## config.mk

```make
export PLATFORM = sky130hd
export DESIGN_NAME = array_scan_sequencer
export DESIGN_NICKNAME = d
export VERILOG_FILES = /design/src/rtl/array_scan_pkg.sv /design/src/rtl/rr_arbiter2.sv /design/src/rtl/array_scan_sequencer.sv
export SDC_FILE = /design/constraint.sdc
export NUM_CORES = 1
export LEC_CHECK = 0
export ABC_CLOCK_PERIOD_IN_PS = 4900
export CORE_ASPECT_RATIO = 1.1
export CORE_MARGIN = 2
export CORE_UTILIZATION = 53
export DETAILED_ROUTE_END_ITERATION = 12
export GPL_ROUTABILITY_DRIVEN = 0
export GPL_TIMING_DRIVEN = 0
export MAX_ROUTING_LAYER = met4
export PLACE_DENSITY = 0.81
export SLEW_MARGIN = 0
export SYNTH_ARGS = -nofsm -noshare
export SYNTH_HDL_FRONTEND = slang
export SYNTH_SLANG_ARGS = --single-unit
```

## constraint.sdc

```tcl
create_clock -name clock -period 4.9 [get_ports clock]
set_input_delay 0.735 -clock clock [delete_from_list [all_inputs] [get_ports clock]]
set_output_delay 0.735 -clock clock [all_outputs]
set_load 0.02 [all_outputs]
```

## src/rtl/array_scan_pkg.sv

```systemverilog
// Shared types and default sizing for the array scan sequencer.
package array_scan_pkg;

    localparam int DEF_MEM_W    = 12;
    localparam int DEF_N_AREA   = 10;
    localparam int DEF_N_ARRAYS = 2000;

    // Command opcodes carried on req_op.
    typedef enum logic [1:0] {
        OP_INDEX         = 2'd0,
        OP_COUNT_LESS    = 2'd1,
        OP_COUNT_GREATER = 2'd2,
        OP_RSVD          = 2'd3
    } op_t;

    // Sequencer FSM states.
    typedef enum logic [2:0] {
        ST_IDLE  = 3'd0,
        ST_SIZE  = 3'd1,
        ST_SCAN  = 3'd2,
        ST_DRAIN = 3'd3,
        ST_DONE  = 3'd4
    } state_t;

endpackage

```

## src/rtl/rr_arbiter2.sv

```systemverilog
// Two-requester round-robin arbiter. A single requester always wins; when
// both request, the pointer decides, and the pointer moves to the other
// requester after every grant.
module rr_arbiter2 (
    input  logic       clock,
    input  logic       resetn,
    input  logic       i_enable,
    input  logic [1:0] i_req,
    output logic [1:0] o_grant
);

    logic r_ptr;

    // Grant selection: one-hot, only while enabled and only to a requester.
    always_comb begin
        o_grant = 2'b00;
        if (i_enable) begin
            if (i_req == 2'b11) begin
                o_grant = r_ptr ? 2'b10 : 2'b01;
            end else begin
                o_grant = i_req;
            end
        end
    end

    // Pointer update: a grant is always an accept, so favour the other side next.
    always_ff @(posedge clock or negedge resetn) begin
        if (!resetn) begin
            r_ptr <= 1'b0;
        end else if (|o_grant) begin
            r_ptr <= ~o_grant[1];
        end
    end

endmodule

```

## src/rtl/array_scan_sequencer.sv

```systemverilog
// Array scan sequencer: accepts one command at a time from two requesters,
// reads the array size, streams the array's heap words and reduces them into
// an index or a count, then presents the result until the consumer takes it.
//
// Handshakes: a command transfers on a cycle where req_valid[r] and
// req_ready[r] are both high; a result transfers on a cycle where rsp_valid
// and rsp_ready are both high. rsp_* stay stable while rsp_valid waits.
module array_scan_sequencer
    import array_scan_pkg::*;
#(
    parameter int MemoryElementWidth = DEF_MEM_W,
    parameter int NArea              = DEF_N_AREA,
    parameter int NArrays            = DEF_N_ARRAYS,
    localparam int W                 = MemoryElementWidth,
    localparam int AW                = $clog2(NArrays * NArea)
) (
    input  logic                clock,
    input  logic                resetn,
    input  logic [1:0]          req_valid,
    output logic [1:0]          req_ready,
    input  logic [1:0][1:0]     req_op,
    input  logic [1:0][W-1:0]   req_array,
    input  logic [1:0][W-1:0]   req_key,
    output logic                size_rd,
    output logic [W-1:0]        size_addr,
    input  logic [W-1:0]        size_rdata,
    output logic                heap_rd,
    output logic [AW-1:0]       heap_addr,
    input  logic [W-1:0]        heap_rdata,
    output logic                rsp_valid,
    input  logic                rsp_ready,
    output logic                rsp_id,
    output logic [W-1:0]        rsp_result,
    output logic                rsp_err
);

    state_t        r_state;
    state_t        w_next;
    logic [1:0]    w_grant;
    logic          w_accept;
    logic          w_sel;

    op_t           r_op;
    logic [W-1:0]  r_array;
    logic [W-1:0]  r_key;
    logic          r_id;

    // r_loaded marks that the scan limit has been captured (first SCAN cycle
    // is spent sampling size_rdata).
    logic          r_loaded;
    logic [W-1:0]  r_n;
    logic [W-1:0]  r_idx;
    logic          r_pend;
    logic [W-1:0]  r_ret_idx;
    logic [W-1:0]  r_acc;

    logic [W-1:0]  w_limit;
    logic          w_issue;
    logic          w_last_issue;
    logic [AW-1:0] w_heap_addr;
    logic [W-1:0]  r_size_addr;
    logic [AW-1:0] r_heap_addr;

    rr_arbiter2 u_arb (
        .clock    (clock),
        .resetn   (resetn),
        .i_enable (r_state == ST_IDLE),
        .i_req    (req_valid),
        .o_grant  (w_grant)
    );

    assign w_accept     = |w_grant;
    assign w_sel        = w_grant[1];
    assign w_limit      = (size_rdata > W'(NArea)) ? W'(NArea) : size_rdata;
    assign w_issue      = (r_state == ST_SCAN) && r_loaded;
    assign w_last_issue = w_issue && (r_idx == (r_n - W'(1)));
    assign w_heap_addr  = (AW'(r_array) * AW'(NArea)) + AW'(r_idx);

    // FSM state register.
    always_ff @(posedge clock or negedge resetn) begin
        if (!resetn) begin
            r_state <= ST_IDLE;
        end else begin
            r_state <= w_next;
        end
    end

    // FSM next-state logic.
    always_comb begin
        w_next = r_state;
        case (r_state)
            ST_IDLE:  if (w_accept) w_next = ST_SIZE;
            ST_SIZE:  w_next = ST_SCAN;
            ST_SCAN: begin
                if (!r_loaded) begin
                    if (w_limit == '0) w_next = ST_DONE;
                end else if (w_last_issue) begin
                    w_next = ST_DRAIN;
                end
            end
            ST_DRAIN: w_next = ST_DONE;
            ST_DONE:  if (rsp_ready) w_next = ST_IDLE;
            default:  w_next = ST_IDLE;
        endcase
    end

    // FSM outputs: strobes, held addresses and the response.
    always_comb begin
        req_ready  = w_grant;
        size_rd    = (r_state == ST_SIZE);
        size_addr  = size_rd ? r_array : r_size_addr;
        heap_rd    = w_issue;
        heap_addr  = heap_rd ? w_heap_addr : r_heap_addr;
        rsp_valid  = (r_state == ST_DONE);
        rsp_id     = rsp_valid ? r_id : 1'b0;
        rsp_err    = rsp_valid && (r_op == OP_RSVD);
        rsp_result = (rsp_valid && (r_op != OP_RSVD)) ? r_acc : '0;
    end

    // Command latch on accept.
    always_ff @(posedge clock or negedge resetn) begin
        if (!resetn) begin
            r_op    <= OP_INDEX;
            r_array <= '0;
            r_key   <= '0;
            r_id    <= 1'b0;
        end else if (w_accept) begin
            r_op    <= op_t'(req_op[w_sel]);
            r_array <= req_array[w_sel];
            r_key   <= req_key[w_sel];
            r_id    <= w_sel;
        end
    end

    // Scan sequencing: capture the limit, then issue one heap read per cycle.
    always_ff @(posedge clock or negedge resetn) begin
        if (!resetn) begin
            r_loaded  <= 1'b0;
            r_n       <= '0;
            r_idx     <= '0;
            r_pend    <= 1'b0;
            r_ret_idx <= '0;
        end else begin
            r_pend <= w_issue;
            if (r_state == ST_SIZE) begin
                r_loaded <= 1'b0;
            end else if ((r_state == ST_SCAN) && !r_loaded) begin
                r_loaded <= 1'b1;
                r_n      <= w_limit;
                r_idx    <= '0;
            end else if (w_issue) begin
                r_idx     <= r_idx + W'(1);
                r_ret_idx <= r_idx;
            end
        end
    end

    // Accumulator: fold each returned heap word into the result.
    always_ff @(posedge clock or negedge resetn) begin
        if (!resetn) begin
            r_acc <= '0;
        end else if (w_accept) begin
            r_acc <= '0;
        end else if (r_pend) begin
            case (r_op)
                OP_INDEX:         if (heap_rdata == r_key) r_acc <= r_ret_idx + W'(1);
                OP_COUNT_LESS:    if (heap_rdata <  r_key) r_acc <= r_acc + W'(1);
                OP_COUNT_GREATER: if (heap_rdata >  r_key) r_acc <= r_acc + W'(1);
                default:          r_acc <= r_acc;
            endcase
        end
    end

    // Address hold registers so addresses keep their last value when idle.
    always_ff @(posedge clock or negedge resetn) begin
        if (!resetn) begin
            r_size_addr <= '0;
            r_heap_addr <= '0;
        end else begin
            if (size_rd) r_size_addr <= r_array;
            if (heap_rd) r_heap_addr <= w_heap_addr;
        end
    end

endmodule

```

==> run metrics, run 1 <==
status finished clean; area taken by multi-input logic gates 3940 um^2; unrepaired setup endpoints after global routing yes; Sum Neg Setup Slack 0 ns; PortBufs 126; RR Endpoint r_acc[10]$_DFFE_PN0P_; Seq/Total Area, Yosys 0.393; # clock sinks 108; Distinct cells, synth 58; Residual DRC 0; Worst R2R Start r_op[0]$_DFFE_PN0N_; Post-DP HPWL between 10 and 15 mm; worst-margin pin slew about 0.80 ns; flop2flop setup slack approximately 0.53 ns; detailed-route via count ~6300; total iterations of the first detailed-routing run 6; hold crit path type input port to asynchronous set/reset pin; Seq cells post-synth about 110; number of vias per cell between 5 and 6; Cell Area, Placed 8360 um^2; Final Skew 0.00879 ns; pwr dens between 600 and 700 nW/um^2; Yosys top cell by area dfrtp_1; LEAKAGE approximately 0.0039 uW; Sequential Area 2700 um^2; area share of the largest cell type after synthesis 0.393; Mapped Area just under 7000 um^2; EDFF count, synth 0; Filler Cells Inserted about 1000; CTS tree done; CP arrival about 4 ns; largest net degree at the start of global routing 65; final core occ 0.685; commonest non-fill, non-tap cell in the layout nand2_1; critical path type flop to primary output; final setup vio count 0; Ant. Diodes 0; Post-synth ARST share 1.00; Reg clk slew, reported paths about 0.080 ns; CTS Root Cell clkbuf_16; Synth Net Count roughly 940; Initial Util 0.544; Post-Syn Area per Cell 8.55 um^2; Die X-Extent between 100 and 150 um; Reg2Reg Depth 14; WP data required ~4.2 ns; largest cells by area after synthesis dfrtp_1 39%, ha_1 9.1%, nand2_1 8.1%; CTS Buf Count 9; first-iteration detailed-routing DRC count between 400 and 500; final net count 1076; worst setup margin about 0.15 ns; most frequent cells in the layout 148 x nand2_1, 122 x clkdlybuf4s50_1, 108 x dfrtp_1, 73 x nor2_1, 50 x ha_1; Worst setup SP type flop; final WL about 18 mm; Wirelength per Cell about 16 um; final hold violation count 0; setup bufs post-CTS 0; Slew headroom 0.465; num rows between 40 and 50; global route total overflow 0; total track usage 0.281; Yosys Warn Count 0; final design area excluding fillers slightly below 9000 um^2; Die Ht approximately 120 um; Max Root-Sink Buffers 2; vias in the first global route between 6000 and 7000; Post-synth top flop dfrtp_1; htree depth 3; Peak VDD IR 639 uV; pre-CTS setup slack roughly 0.17 ns; Top-Level Pins approximately 130; synthesis-to-layout area growth 25.9%; Max Clk Rate about 210 MHz; period utilisation layout 0.969; die area between 10000 and 15000 um^2; Critical Path Sink Type primary output; Synth Instances between 800 and 900; wire length of the first global-routing pass ~30 mm; clk_lat worst skew roughly 0.36 ns; Antenna Violating Nets Remaining 0; crit path max fanout 5; CORE AREA about 13000 um^2; final max-slew violation count 0; crit path time final 4.75 ns; max cap viols 0; antenna violations before repair 0; share of layout cells above drive strength 1 0.0538
==> where the power goes <==
part | total, uW | switching [uW] | internal (uW)
registers | 1390 | 215 | 1180
clock network | 714 | 359 | 355
logic | 3590 | 2050 | 1530
total | 5690 | 2630 | 3060
==> sequential cells by signal (all words and copies together) (netlist names) <==
signal       flops
r_acc           12
r_key           12
r_idx           12
u_arb.r_ptr      1
r_size_addr     12
r_state          3
r_n             12
r_ret_idx       12
r_op             2
r_id             1
r_array         12
r_pend           1
r_heap_addr     15
r_loaded         1
==> layout make-up <==
class | instances | share of cell area
sequential | 108 | 0.312
buffer | 34 | 0.0157
clock inverter | 6 | 0.00607
clock buffer | 10 | 0.0264
multi-input combinational | 629 | 0.455
tap | 157 | 0.0227
timing repair buffer | 127 | 0.148
inverter | 34 | 0.0147
==> synth_stat cells, types with 7 or more instances <==
| cell type | n |
|---|---|
| mux2i_1 | 7 |
| nand3_1 | 17 |
| mux2_2 | 19 |
| nor3_1 | 18 |
| nor2_1 | 73 |
| a21o_1 | 9 |
| inv_1 | 32 |
| or3_1 | 9 |
| clkbuf_1 | 29 |
| dfrtp_1 | 108 |
| and2_1 | 16 |
| xor2_1 | 16 |
| nand2_1 | 148 |
| o21ai_0 | 51 |
| a21oi_1 | 37 |
| a31oi_1 | 34 |
| nor2b_1 | 20 |
| and3_1 | 7 |
| xnor2_1 | 20 |
| ha_1 | 50 |
==> worst max path at each step <==
stage,start,end,depth (start not counted),slack (ns)
2_1_floorplan,r_array[1]$_DFFE_PN0N_,heap_addr[13],16,0.75
3_3_place_gp,resetn,r_heap_addr[10]$_DFF_PN0_,1,-1.05
3_5_place_dp,r_array[1]$_DFFE_PN0N_,heap_addr[13],17,0.17
4_1_cts,r_array[1]$_DFFE_PN0N_,heap_addr[13],17,0.03
5_1_grt,r_array[2]$_DFFE_PN0N_,heap_addr[12],13,-0.04
6_report,r_array[1]$_DFFE_PN0N_,heap_addr[12],16,0.15
==> stage by stage <==
stage | hold WS, ns | power [uW] | std cells
2_1_floorplan | 0.439 | 3850 | 805
3_3_place_gp | 0.457 | 4850 | 1088
3_5_place_dp | 0.457 | 4930 | 1089
4_1_cts | 0.405 | 5670 | 1105
5_1_grt | 0.445 | 6210 | 1105
6_report | 0.393 | 5690 | 1105
==> timing repair <==
| action | in CTS | in global routing |
|---|---|---|
| setup endpoints to repair | 3 | 5 |
| resized for setup | 3 | 10 |
| hold buffers | 0 | 0 |
==> critical path, cell delays in order, from the launching register on <==
cell	delay, ns
dfrtp_1	0.44
ha_1	0.30
ha_1	0.16
inv_1	0.06
fa_1	0.39
nor2b_1	0.16
o31a_1	0.21
a21oi_1	0.06
ha_1	0.33
nand2_1	0.12
o21ai_2	0.20
nor3_2	0.06
o31ai_2	0.08
nand2_1	0.11
xnor2_1	0.14
mux2_2	0.28
clkdlybuf4s50_1	0.54
==> layer usage <==
metal,global-route usage,part of all wire,vias to the layer above,routed length (um)
met5,-,0,-,0
met4,0.107,0.027,0,481
met3,0.0598,0.044,39,797
met2,0.469,0.50,168,9000
met1,0.337,0.43,3023,7810
li1,-,-,3081,-
==> logic make-up (layout without fill, tap and decap cells) <==
group / Yosys count / count (layout) / synth area share
flip-flops: 108 / 108 / 0.393
buffers and inverters: 68 / 211 / 0.0384
AO/OA/AOI/OAI: 178 / 178 / 0.160
AND/OR/NAND/NOR: 337 / 337 / 0.225
multiplexers: 26 / 26 / 0.0413
XOR/XNOR: 36 / 36 / 0.0458
adder cells (fa/ha/maj): 52 / 52 / 0.0967
Power figures use the tool's default switching activity.
==> run 2: changes to the inputs <==
Settings changed: SLEW_MARGIN 0 to not set.
==> results of run 2 <==
The final DEF is identical to that of run 1; final timing and power are the same.
==> run 3: changes to the inputs <==
Settings changed: CORE_UTILIZATION 53 to 35, PLACE_DENSITY 0.81 to not set.
==> run 3 against run 2 <==
  * Die area is 50% higher
  * Sequential share of layout area is 0.43 points lower
  * Clock power is 4.2% higher
==> run metrics, run 3 (synthesis gave the netlist of run 1 again) <==
total iterations of the first detailed-routing run 5 (-1); period utilisation layout 0.944 (-0.0253); Die X-Extent 138 um (+22%); Ant. Diodes 0 (unchanged); die area 20800 um^2 (+50%); Filler Cells Inserted 1866 (+79%); final net count 1077 (+0.093%); Reg2Reg Depth 14 (unchanged); unrepaired setup endpoints after global routing no; PortBufs 126 (unchanged); share of layout cells above drive strength 1 0.0527 (-0.00111); CTS tree done; number of vias per cell 5.19 (-9.2%); commonest non-fill, non-tap cell in the layout nand2_1; Worst setup SP type flop; hold crit path type input port to asynchronous set/reset pin; critical path type flop to primary output; CTS Root Cell clkbuf_16; Max Root-Sink Buffers 2 (unchanged); Critical Path Sink Type primary output; Slew headroom 0.406 (-0.0587); flop2flop setup slack 0.50 ns (-0.03 ns); Max Clk Rate 216 MHz (+2.7%); RR Endpoint r_acc[10]$_DFFE_PN0P_; global route total overflow 0 (unchanged); antenna violations before repair 0 (unchanged); synthesis-to-layout area growth 27.7%; CP arrival 3.89 ns (-0.12 ns); wire length of the first global-routing pass 31.1 mm (+2.6%); Wirelength per Cell 15.9 um (-3.0%); crit path time final 4.63 ns (-0.124 ns); Antenna Violating Nets Remaining 0 (unchanged); vias in the first global route 6108 (-3.2%); total track usage 0.197 (-0.0837); CORE AREA 19200 um^2 (+52%); Finished Layout Cells 1196 (+8.2%); Residual DRC 0 (unchanged); Initial Util 0.359 (-0.185); max reg flops 15 (unchanged); final setup vio count 0 (unchanged); Post-DP HPWL 14.4 mm (+7.2%); crit path max fanout 5 (unchanged); Reg clk slew, reported paths 0.08 ns (about the same); Peak VDD IR 598 uV (-6.5%); worst-margin pin slew 0.888 ns (+0.0878 ns); # placed instances 1179 (+8.3%); crit path from r_array[1]$_DFFE_PN0N_; max cap viols 0 (unchanged); pwr dens 646 nW/um^2 (-1.7%); clk_lat worst skew 0.36 ns (about the same); LEAKAGE 0.00389 uW (+0.79%); Die Ht 151 um (+22%); Final Skew 0.00838 ns (-0.000405 ns); CTS Buf Count 9 (unchanged); num rows 53 (+23%); # clock sinks 108 (unchanged); WP data required 4.16 ns (about the same); most frequent cells in the layout 148 x nand2_1, 119 x clkdlybuf4s50_1, 108 x dfrtp_1, 73 x nor2_1, 50 x ha_1; final max-slew violation count 0 (unchanged); first-iteration detailed-routing DRC count 291 (-35%); Post-CTS Hold Fix Bufs 0 (unchanged); status finished clean; detailed-route via count 6202 (-1.7%); worst setup path endpoint heap_addr[11]; final hold violation count 0 (unchanged); htree depth 3 (unchanged); Worst R2R Start r_op[0]$_DFFE_PN0N_; largest register by flop count r_heap_addr; final core occ 0.458 (-0.227); final WL 19.0 mm (+5.0%); Top-Level Pins 127 (unchanged); largest net degree at the start of global routing 61 (-6.2%)
## run 3: cell count changes in the layout (fill, tap and decap cells not counted), sizes merged
cell	previous run	this run
inv	36	33
buf	6	7
clkdlybuf4s50	122	119
clkinvlp	0	1
clkdlybuf4s15	0	1
dlygate4sd2	2	1
clkbuf	41	44
dlymetal6s2s	0	2
## run 3: metal layers
| layer | part of all wire | vias up | global-route usage |
|---|---|---|---|
| met5 | 0 | - | - |
| met4 | 0.023 | 0 | 0.0763 |
| met3 | 0.045 | 26 | 0.0258 |
| met2 | 0.48 | 147 | 0.317 |
| met1 | 0.46 | 2948 | 0.254 |
| li1 | - | 3081 | - |
## run 3: power breakdown
part / leakage [uW] / switching [uW] / internal (uW) / total, uW
registers: 0.00137 / 215 / 1180 / 1390
logic: 0.00237 / 2020 / 1530 / 3540
clock network: 0.000145 / 354 / 389 / 744
## run 3: worst min-delay path by stage
stage / startpoint / endpoint / slack [ns] / cells past startpoint
2_1_floorplan: resetn / r_acc[0]$_DFFE_PN0P_ / 0.44 / 0
3_3_place_gp: r_heap_addr[1]$_DFF_PN0_ / r_heap_addr[1]$_DFF_PN0_ / 0.46 / 2
3_5_place_dp: r_heap_addr[1]$_DFF_PN0_ / r_heap_addr[1]$_DFF_PN0_ / 0.46 / 2
4_1_cts: resetn / r_acc[5]$_DFFE_PN0P_ / 0.32 / 1
5_1_grt: resetn / r_acc[5]$_DFFE_PN0P_ / 0.33 / 1
6_report: resetn / r_acc[5]$_DFFE_PN0P_ / 0.30 / 1
## run 3: critical path, stage by stage, from the launching register on
cell and delay (ns):
dfrtp_1 0.45, ha_1 0.32, ha_1 0.17, inv_1 0.06, fa_1 0.39, nor2b_1 0.17, o31a_1 0.20, o21a_1 0.12
nor2_1 0.04, xnor2_1 0.13, ha_1 0.24, or3_1 0.37, o21ai_0 0.11, a211oi_1 0.11, o31ai_1 0.31, clkdlybuf4s15_1 0.36
## run 3: stage by stage
| step | power (uW) | area [um^2] | hold WS [ns] | setup slack [ns] | TNS [ns] |
|---|---|---|---|---|---|
| floorplan | 3850 | 6880 | 0.439 | 0.752 | 0 |
| global placement | 4930 | 8450 | 0.463 | -1.34 | -143.36 |
| detailed placement | 4960 | 8480 | 0.464 | 0.123 | 0 |
| CTS | 5710 | 8770 | 0.317 | 0.00356 | 0 |
| global route | 6210 | 8780 | 0.334 | 0.0111 | 0 |
| finish | 5680 | 8780 | 0.305 | 0.274 | 0 |
## run 3: area by class of cell
class	instances	area (um^2)	share of cell area
buffer	34	136	0.0155
clock buffer	12	267	0.0303
clock inverter	4	30.0	0.00342
inverter	34	128	0.0145
multi-input combinational	629	3920	0.446
sequential	108	2700	0.308
tap	247	309	0.0352
timing repair buffer	128	1290	0.147
## run 3: repair_timing
| action | 4_1_cts | 5_1_grt |
|---|---|---|
| buffers inserted | 0 | 1 |
| pin swaps | 0 | 2 |
| gates resized for setup | 5 | 12 |
| endpoints found under the setup margin | 4 | 6 |
